`config.mk`:
```
export PLATFORM = sky130hd
export DESIGN_NAME = inst_mem_loader_flat
export DESIGN_NICKNAME = d
export VERILOG_FILES = /design/src/rtl/inst_mem_loader_if.sv /design/src/rtl/inst_mem_loader.sv /design/src/flat_wrapper.sv
export SDC_FILE = /design/constraint.sdc
export NUM_CORES = 1
export LEC_CHECK = 0
export ABC_CLOCK_PERIOD_IN_PS = 2640
export CAP_MARGIN = 20
export CORE_ASPECT_RATIO = 1.25
export CORE_MARGIN = 4
export CORE_UTILIZATION = 45
export DETAILED_ROUTE_END_ITERATION = 10
export GPL_TIMING_DRIVEN = 0
export PLACE_DENSITY_LB_ADDON = 0.2
export SYNTH_ARGS = -nofsm -noshare
export SYNTH_HDL_FRONTEND = slang
export SYNTH_SLANG_ARGS = --single-unit
export TNS_END_PERCENT = 5
```
`constraint.sdc`:
```
create_clock -name clk -period 2.64 [get_ports clk]
set_input_delay 0.396 -clock clk [delete_from_list [all_inputs] [get_ports clk]]
set_output_delay 0.396 -clock clk [all_outputs]
set_load 0.1 [all_outputs]
```
`src/rtl/inst_mem_loader_if.sv`:
```
// ============================================================================
// inst_mem_loader_if : host/memory-side bus of the instruction memory loader
// Revision 1.0
// ============================================================================
`default_nettype none
`timescale 1ns/1ps

interface inst_mem_loader_if #(
  parameter int width    = 9,
  parameter int addrBits = 5
);
  logic                START;
  logic [addrBits:0]   LOAD_COUNT;
  logic                IN_VALID;
  logic [width-1:0]    IN_DATA;
  logic                IN_READY;
  logic                WR_EN;
  logic [addrBits-1:0] WR_ADDR;
  logic [width-1:0]    WR_DATA;
  logic                BUSY;
  logic                DONE;
  logic                RUN;
  logic                ERR;

  modport master (
    output START, LOAD_COUNT, IN_VALID, IN_DATA,
    input  IN_READY, WR_EN, WR_ADDR, WR_DATA, BUSY, DONE, RUN, ERR
  );

  modport slave (
    input  START, LOAD_COUNT, IN_VALID, IN_DATA,
    output IN_READY, WR_EN, WR_ADDR, WR_DATA, BUSY, DONE, RUN, ERR
  );
endinterface

`default_nettype wire

```
`src/rtl/inst_mem_loader.sv`:
```
// ============================================================================
// inst_mem_loader : streams LOAD_COUNT words into instruction memory, then
// releases the processor. Optional checksum word via LOADER_CHECKSUM_EN.
// Revision 1.0
// ============================================================================
`default_nettype none
`timescale 1ns/1ps

module inst_mem_loader #(
  parameter int width    = 9,
  parameter int depth    = 32,
  parameter int addrBits = 5
) (
  input  logic              clk,
  input  logic              resetn,
  inst_mem_loader_if.slave  bus
);

  localparam int CW = addrBits + 1;
  localparam logic [CW-1:0] MAX_COUNT = CW'(depth);

  typedef enum logic [1:0] {
    IDLE  = 2'd0,
    LOAD  = 2'd1,
`ifdef LOADER_CHECKSUM_EN
    CHECK = 2'd3,
`endif
    FIN   = 2'd2
  } state_t;

  state_t              state_q, state_d;
  logic [CW-1:0]       count_q, count_d;
  logic [addrBits-1:0] addr_q, addr_d;
  logic                wr_en_q, wr_en_d;
  logic [addrBits-1:0] wr_addr_q, wr_addr_d;
  logic [width-1:0]    wr_data_q, wr_data_d;
  logic                run_q, run_d;
  logic                err_q, err_d;
`ifdef LOADER_CHECKSUM_EN
  logic [width-1:0]    chk_q, chk_d;
`endif

  logic in_ready;
  logic handshake;
  logic last_word;

  // Ready is a pure decode of registered state, so it never depends on IN_VALID.
`ifdef LOADER_CHECKSUM_EN
  assign in_ready = (state_q == LOAD) || (state_q == CHECK);
`else
  assign in_ready = (state_q == LOAD);
`endif
  assign handshake = bus.IN_VALID & in_ready;
  assign last_word = ({1'b0, addr_q} == (count_q - CW'(1)));

  always_comb begin
    state_d   = state_q;
    count_d   = count_q;
    addr_d    = addr_q;
    wr_en_d   = 1'b0;
    wr_addr_d = wr_addr_q;
    wr_data_d = wr_data_q;
    run_d     = run_q;
    err_d     = err_q;
`ifdef LOADER_CHECKSUM_EN
    chk_d     = chk_q;
`endif
    case (state_q)
      IDLE: begin
        if (bus.START) begin
          run_d = 1'b0;
          if ((bus.LOAD_COUNT != '0) && (bus.LOAD_COUNT <= MAX_COUNT)) begin
            count_d = bus.LOAD_COUNT;
            addr_d  = '0;
            err_d   = 1'b0;
`ifdef LOADER_CHECKSUM_EN
            chk_d   = '0;
`endif
            state_d = LOAD;
          end else begin
            err_d = 1'b1;
          end
        end
      end
      LOAD: begin
        if (handshake) begin
          wr_en_d   = 1'b1;
          wr_addr_d = addr_q;
          wr_data_d = bus.IN_DATA;
`ifdef LOADER_CHECKSUM_EN
          chk_d     = chk_q ^ bus.IN_DATA;
`endif
          // Counter parks on the last address instead of stepping past it.
          if (last_word) begin
`ifdef LOADER_CHECKSUM_EN
            state_d = CHECK;
`else
            state_d = FIN;
`endif
          end else begin
            addr_d = addr_q + addrBits'(1);
          end
        end
      end
`ifdef LOADER_CHECKSUM_EN
      CHECK: begin
        if (handshake) begin
          if (bus.IN_DATA == chk_q) begin
            state_d = FIN;
          end else begin
            err_d   = 1'b1;
            state_d = IDLE;
          end
        end
      end
`endif
      FIN: begin
        run_d   = 1'b1;
        state_d = IDLE;
      end
      default: state_d = IDLE;
    endcase
  end

  always_ff @(posedge clk or negedge resetn) begin
    if (!resetn) begin
      state_q   <= IDLE;
      count_q   <= '0;
      addr_q    <= '0;
      wr_en_q   <= 1'b0;
      wr_addr_q <= '0;
      wr_data_q <= '0;
      run_q     <= 1'b0;
      err_q     <= 1'b0;
`ifdef LOADER_CHECKSUM_EN
      chk_q     <= '0;
`endif
    end else begin
      state_q   <= state_d;
      count_q   <= count_d;
      addr_q    <= addr_d;
      wr_en_q   <= wr_en_d;
      wr_addr_q <= wr_addr_d;
      wr_data_q <= wr_data_d;
      run_q     <= run_d;
      err_q     <= err_d;
`ifdef LOADER_CHECKSUM_EN
      chk_q     <= chk_d;
`endif
    end
  end

  assign bus.IN_READY = in_ready;
  assign bus.WR_EN    = wr_en_q;
  assign bus.WR_ADDR  = wr_addr_q;
  assign bus.WR_DATA  = wr_data_q;
  assign bus.BUSY     = (state_q != IDLE);
  assign bus.DONE     = (state_q == FIN);
  assign bus.RUN      = run_q;
  assign bus.ERR      = err_q;

endmodule

`default_nettype wire

```
`src/flat_wrapper.sv`:
```
// flat-port wrapper written by rule: the top's interface ports become plain ports
module inst_mem_loader_flat 
#(
  parameter int width    = 9,
  parameter int depth    = 32,
  parameter int addrBits = 5
)
  (clk, resetn, bus_START, bus_LOAD_COUNT, bus_IN_VALID, bus_IN_DATA, bus_IN_READY, bus_WR_EN, bus_WR_ADDR, bus_WR_DATA, bus_BUSY, bus_DONE, bus_RUN, bus_ERR);
  inst_mem_loader_if #(.width(width), .addrBits(addrBits)) bus_i ();
  input  logic clk;
  input  logic resetn;
  input wire logic [$bits(bus_i.START)-1:0] bus_START;
  input wire logic [$bits(bus_i.LOAD_COUNT)-1:0] bus_LOAD_COUNT;
  input wire logic [$bits(bus_i.IN_VALID)-1:0] bus_IN_VALID;
  input wire logic [$bits(bus_i.IN_DATA)-1:0] bus_IN_DATA;
  output wire logic [$bits(bus_i.IN_READY)-1:0] bus_IN_READY;
  output wire logic [$bits(bus_i.WR_EN)-1:0] bus_WR_EN;
  output wire logic [$bits(bus_i.WR_ADDR)-1:0] bus_WR_ADDR;
  output wire logic [$bits(bus_i.WR_DATA)-1:0] bus_WR_DATA;
  output wire logic [$bits(bus_i.BUSY)-1:0] bus_BUSY;
  output wire logic [$bits(bus_i.DONE)-1:0] bus_DONE;
  output wire logic [$bits(bus_i.RUN)-1:0] bus_RUN;
  output wire logic [$bits(bus_i.ERR)-1:0] bus_ERR;
  assign bus_i.START = bus_START;
  assign bus_i.LOAD_COUNT = bus_LOAD_COUNT;
  assign bus_i.IN_VALID = bus_IN_VALID;
  assign bus_i.IN_DATA = bus_IN_DATA;
  assign bus_IN_READY = bus_i.IN_READY;
  assign bus_WR_EN = bus_i.WR_EN;
  assign bus_WR_ADDR = bus_i.WR_ADDR;
  assign bus_WR_DATA = bus_i.WR_DATA;
  assign bus_BUSY = bus_i.BUSY;
  assign bus_DONE = bus_i.DONE;
  assign bus_RUN = bus_i.RUN;
  assign bus_ERR = bus_i.ERR;
  inst_mem_loader #(.width(width), .depth(depth), .addrBits(addrBits)) u_core (.clk(clk), .resetn(resetn), .bus(bus_i));
endmodule
```
# Yosys cells after proc, flatten, opt, wreduce, memory -nomap -nowiden
# Index checks and enable logic that the tools add are counted.
[classes] eq_ne=8 reduce_logical=12 multipliers=0 magnitude_cmp=1 n_div=0 bitwise=1 add_sub_neg=2 mux=15 shift=0
[ops] op="two-way mux 5 bit" count=4
[ops] op="case mux 5 bit (2 select lines)" count=1
[ops] op="two-way mux 2 bit" count=4
[ops] op="inequality test 2 bit (second input constant)" count=4
[ops] op="== test 5 x 6 -> 1 bit" count=1
[ops] op="less-or-equal comparator 6 bit (second input constant)" count=1
[ops] op="AND reduction 2 bit" count=3
[ops] op="nonzero test 2 bit" count=3
[ops] op="nonzero test 6 bit" count=1
[ops] op="subtractor 6 x 1 -> 6 bit (second input constant)" count=1
[ops] op="adder 5 x 1 -> 5 bit (second input constant)" count=1
[ops] op="AND reduction 5 bit" count=1
[ops] op="two-way mux 1 bit" count=4
[ops] op="case mux 2 bit (2 select lines)" count=1
[ops] op="AND reduction 4 bit" count=1
[ops] op="AND reduction 3 bit" count=1
[ops] op="== test 2 x 1 -> 1 bit (second input constant)" count=1
[ops] op="== test 2 bit (second input constant)" count=1
[ops] op="zero test 2 bit" count=1
[ops] op="inequality test 2 x 1 -> 1 bit (second input constant)" count=1
[ops] op="case mux 1 bit (2 select lines)" count=1
[ops] op="bitwise AND 1 bit" count=1
[ops] op="logical AND 1 bit" count=1
[totals] output_inout_bits=20 mem_bits_ro=0 ram_bits=0 ff_bits=30 wordCells=47 latch_bits=0 memories=0 inputBits=19

# Longest topological paths before layout
[logic_depth] word_depth=5 ltp_mapped=8 depth_no_buf=8

# Worst setup path before layout
# No wires, ideal clock.
[synth_timing] kind="reg2out" startpoint="register u_core.state_q[0]" endpoint="output bus_DONE" path_buffers=0 arrival_ns=1.754 path_slack_ns=0.490 required_ns=2.244 path_stages_with_launch=2 path_cell_list="dfrtp_1 -> nor2b_1"
[synth_via] elab_chain_len=1
[synth_lines] item="start: declaration" line_no="inst_mem_loader.sv:31" rtl="state_t state_q, state_d;"
[synth_lines] item="start signal: assignment" line_no="inst_mem_loader.sv:139" rtl="state_q <= state_d;"
[synth_lines] item="== test 2 bit" line_no="inst_mem_loader.sv:158" rtl="assign bus.DONE = (state_q == FIN);"
[synth_lines] item="end: declaration" line_no="flat_wrapper.sv:21" rtl="output wire logic [$bits(bus_i.DONE)-1:0] bus_DONE;"
# Every way passes these cells.

# Final worst setup path
[layout_timing] startpoint="register u_core.state_q[1]" endpoint="output bus_BUSY"
[layout_via] elab_chain_len=1
[layout_lines] item="nonzero test 2 bit" line_no="inst_mem_loader.sv:157" rtl="assign bus.BUSY = (state_q != IDLE);"
[layout_lines] item="end: declaration" line_no="flat_wrapper.sv:20" rtl="output wire logic [$bits(bus_i.BUSY)-1:0] bus_BUSY;"
# Every way passes these cells.

==> impl_metrics.toml <==
[status]
outcome = "complete, no violations"

[routing]
ant_nets = 0
drt_iter0_markers = 28
vias_per_cell = 5.33
drcViolationCount = 0
routed-via-count = 1056
first_pass_iters = 4
wirelength_mm = 3.02
wl_per_cell_um = 15.3

[yosys]
syn_inst = 115
synth.most_common_cell = "dfrtp_1"
syn-num-nets = 136
synth_edf_count = 0
async_flop_share_pct = 100
yosysWarnings = 0
syn_area_sq_mm = 0.00145
syn_area_per_cell_sq_um = 12.6
synth.area.top_cells = "dfrtp_1 52%, mux2_2 11%, mux2_1 3.9%"
synth-seq-area-share_pct = 51.9
synth_top_area_share_pct = 51.9
yosysTopAreaCell = "dfrtp_1"
ys_ff_latch = 30
synth-main-ff-cell = "dfrtp_1"
yosys-top-cells-count = "30 x dfrtp_1, 14 x mux2_2, 6 x inv_1, 6 x nand2_1, 6 x xnor2_1"
synthDistinctLibCells = 37

[floorplanning]
chipHeight_um = 71.4
rows = 22
dieArea_sq_mm = 0.00419
initial_utilization_pct = 48.2
ios = 39
core_sq_mm = 0.00300
chipWidth_um = 58.7

[sta]
worstMarginPinSlew_ns = 0.982
rsz0062_at_grt = "no"
relSlewSlack_pct = 34.4
tns_ns = 0
post-route-period-util_pct = 93.7
drv_slew = 0
finalSetupViolations = 0
min_period_ns = 2.47
finalHoldViolations = 0
finClkSkew_ns = 0.00544
max_freq_mhz = 404

[final_layout]
seq_area_sq_um = 751
antenna_cells = 0
multi_input_comb_area_sq_um = 654
fill_cells = 260
layout-drive-gt1-share_pct = 19.1
syn_to_final_growth_pct = 36.8
nets = 182

[cts]
cts_buffer_depth = 2
cts_setup_buffers = 0
numCtsBuffers = 5
cts.sinks = 30
clk_latency_ns = 0.33
h-tree-depth = 2
cts_tree = "done"
clock-root-buffer = "clkbuf_4"
path_clk_slew_ns = 0.09

[setup_path]
required_ns = 2.24
r2r_cells = 8
cp_num_cells = 3
cp-start-kind = "register"
slowest_stage = "clkdlybuf4s50_1"
cpPeakStageDelay_ns = 0.97
startpoint = "u_core.state_q[1]$_DFFE_PN0P_"
cp.buffers_inverters = 2
critPathMaxFanout = 5
cp.arrival_ns = 2.08
r2r_end = "u_core.addr_q[0]$_DFFE_PN0P_"
crit_family = "buffers and inverters"
crit_end = "bus_BUSY"
crit_type = "register to primary output"
crit-reg2reg-launch = "u_core.count_q[0]$_DFFE_PN0P_"
path_cells = "nor2_1 -> inv_1 -> clkdlybuf4s50_1"
ff2ff_setup_slack_ns = 0.44
end_kind = "primary output"

[grt]
grt_pass1_vias = 1134
antenna_found_initial = 0
grt_overflow = 0
grt_max_degree = 18
grt_pass1_wl_mm = 5.28
track_usage_pct = 16.9

[placed_design]
gp_congestion = 0.796
dp_hpwl_mm = 2.32
port_buffers = 38

[run]
max-cap-violations = 0

[worst_hold_path]
hold_path.class = "primary input to async pin"
[cell type report]
| cell class | instances | share of cell area (%) |
|---|---|---|
| multi-input cells | 76 | 33.0 |
| clock buffers | 5 | 1.90 |
| clock inverters | 3 | 2.02 |
| repair buffers | 39 | 20.7 |
| flip-flops and latches | 30 | 37.9 |
| inverters | 6 | 1.14 |
| well taps | 36 | 2.27 |
| plain buffers | 3 | 1.01 |
[cell families after synthesis]
logic type,share of synthesized area [%]
simple gates,12.1
buf+inv,2.94
mux,16.5
xor+xnor,4.24
compound gates,10.6
flops,51.9
fa+ha+maj,1.73
[sequential cells by signal (all words and copies together) (netlist names)]
signal and flops:
u_core.addr_q 5, u_core.bus.ERR 1, u_core.bus.RUN 1, u_core.bus.WR_ADDR 5
u_core.bus.WR_DATA 9, u_core.bus.WR_EN 1, u_core.count_q 6, u_core.state_q 2
[worst min-delay path by stage]
stage | from | endpoint | slack [ns]
final | resetn | u_core.bus.WR_DATA[8]$_DFFE_PN0P_ | 0.49
after global routing | resetn | u_core.state_q[0]$_DFFE_PN0P_ | 0.51
after CTS | resetn | u_core.state_q[0]$_DFFE_PN0P_ | 0.50
after detailed placement | u_core.bus.RUN$_DFFE_PN0P_ | u_core.bus.RUN$_DFFE_PN0P_ | 0.48
after global placement | u_core.bus.RUN$_DFFE_PN0P_ | u_core.bus.RUN$_DFFE_PN0P_ | 0.46
after floorplan | resetn | u_core.addr_q[0]$_DFFE_PN0P_ | 0.10
[layout by cell type (no fill, tap or decap), types with 2 or more instances in the layout]
master	instances
clkdlybuf4s50_1	37
dfrtp_1	30
mux2_2	14
inv_1	6
nand2_1	6
xnor2_1	6
nor2_1	5
mux2_1	5
clkbuf_4	5
nand2b_1	3
a21oi_1	3
a22o_1	3
nor2b_1	2
o21ai_0	2
or4_1	2
a31oi_1	2
a31o_1	2
and4b_1	2
ha_1	2
clkinv_2	2
[per-layer routing]
metal	share of wire, %	global-route usage (%)	vias to the layer above
met1	36	17.5	503
met4	1.8	6.80	0
li1	-	-	508
met5	0	0	-
met3	7.1	6.85	6
met2	55	29.5	39
[through the flow]
step | instance area, sq um | hold slack, ns | setup slack (ns) | std cells | util, %
global route | 1980 | 0.509 | 0.0822 | 198 | 66.0
finish | 1980 | 0.486 | 0.166 | 198 | 66.0
CTS | 1980 | 0.497 | 0.0403 | 198 | 65.9
global placement | 1870 | 0.460 | 0.186 | 189 | 62.4
floorplan | 1450 | 0.100 | 0.490 | 115 | -
detailed placement | 1900 | 0.477 | 0.175 | 190 | 63.3
[what timing repair did]
action / in CTS / in global routing
gates resized for setup: 0 / 1
hold buffers: 0 / 0
endpoints found under the setup margin: 0 / 1
Power is left out: the tool's default activity adds up to more than one toggle a clock period on the data nets, which glitch-free logic cannot reach.
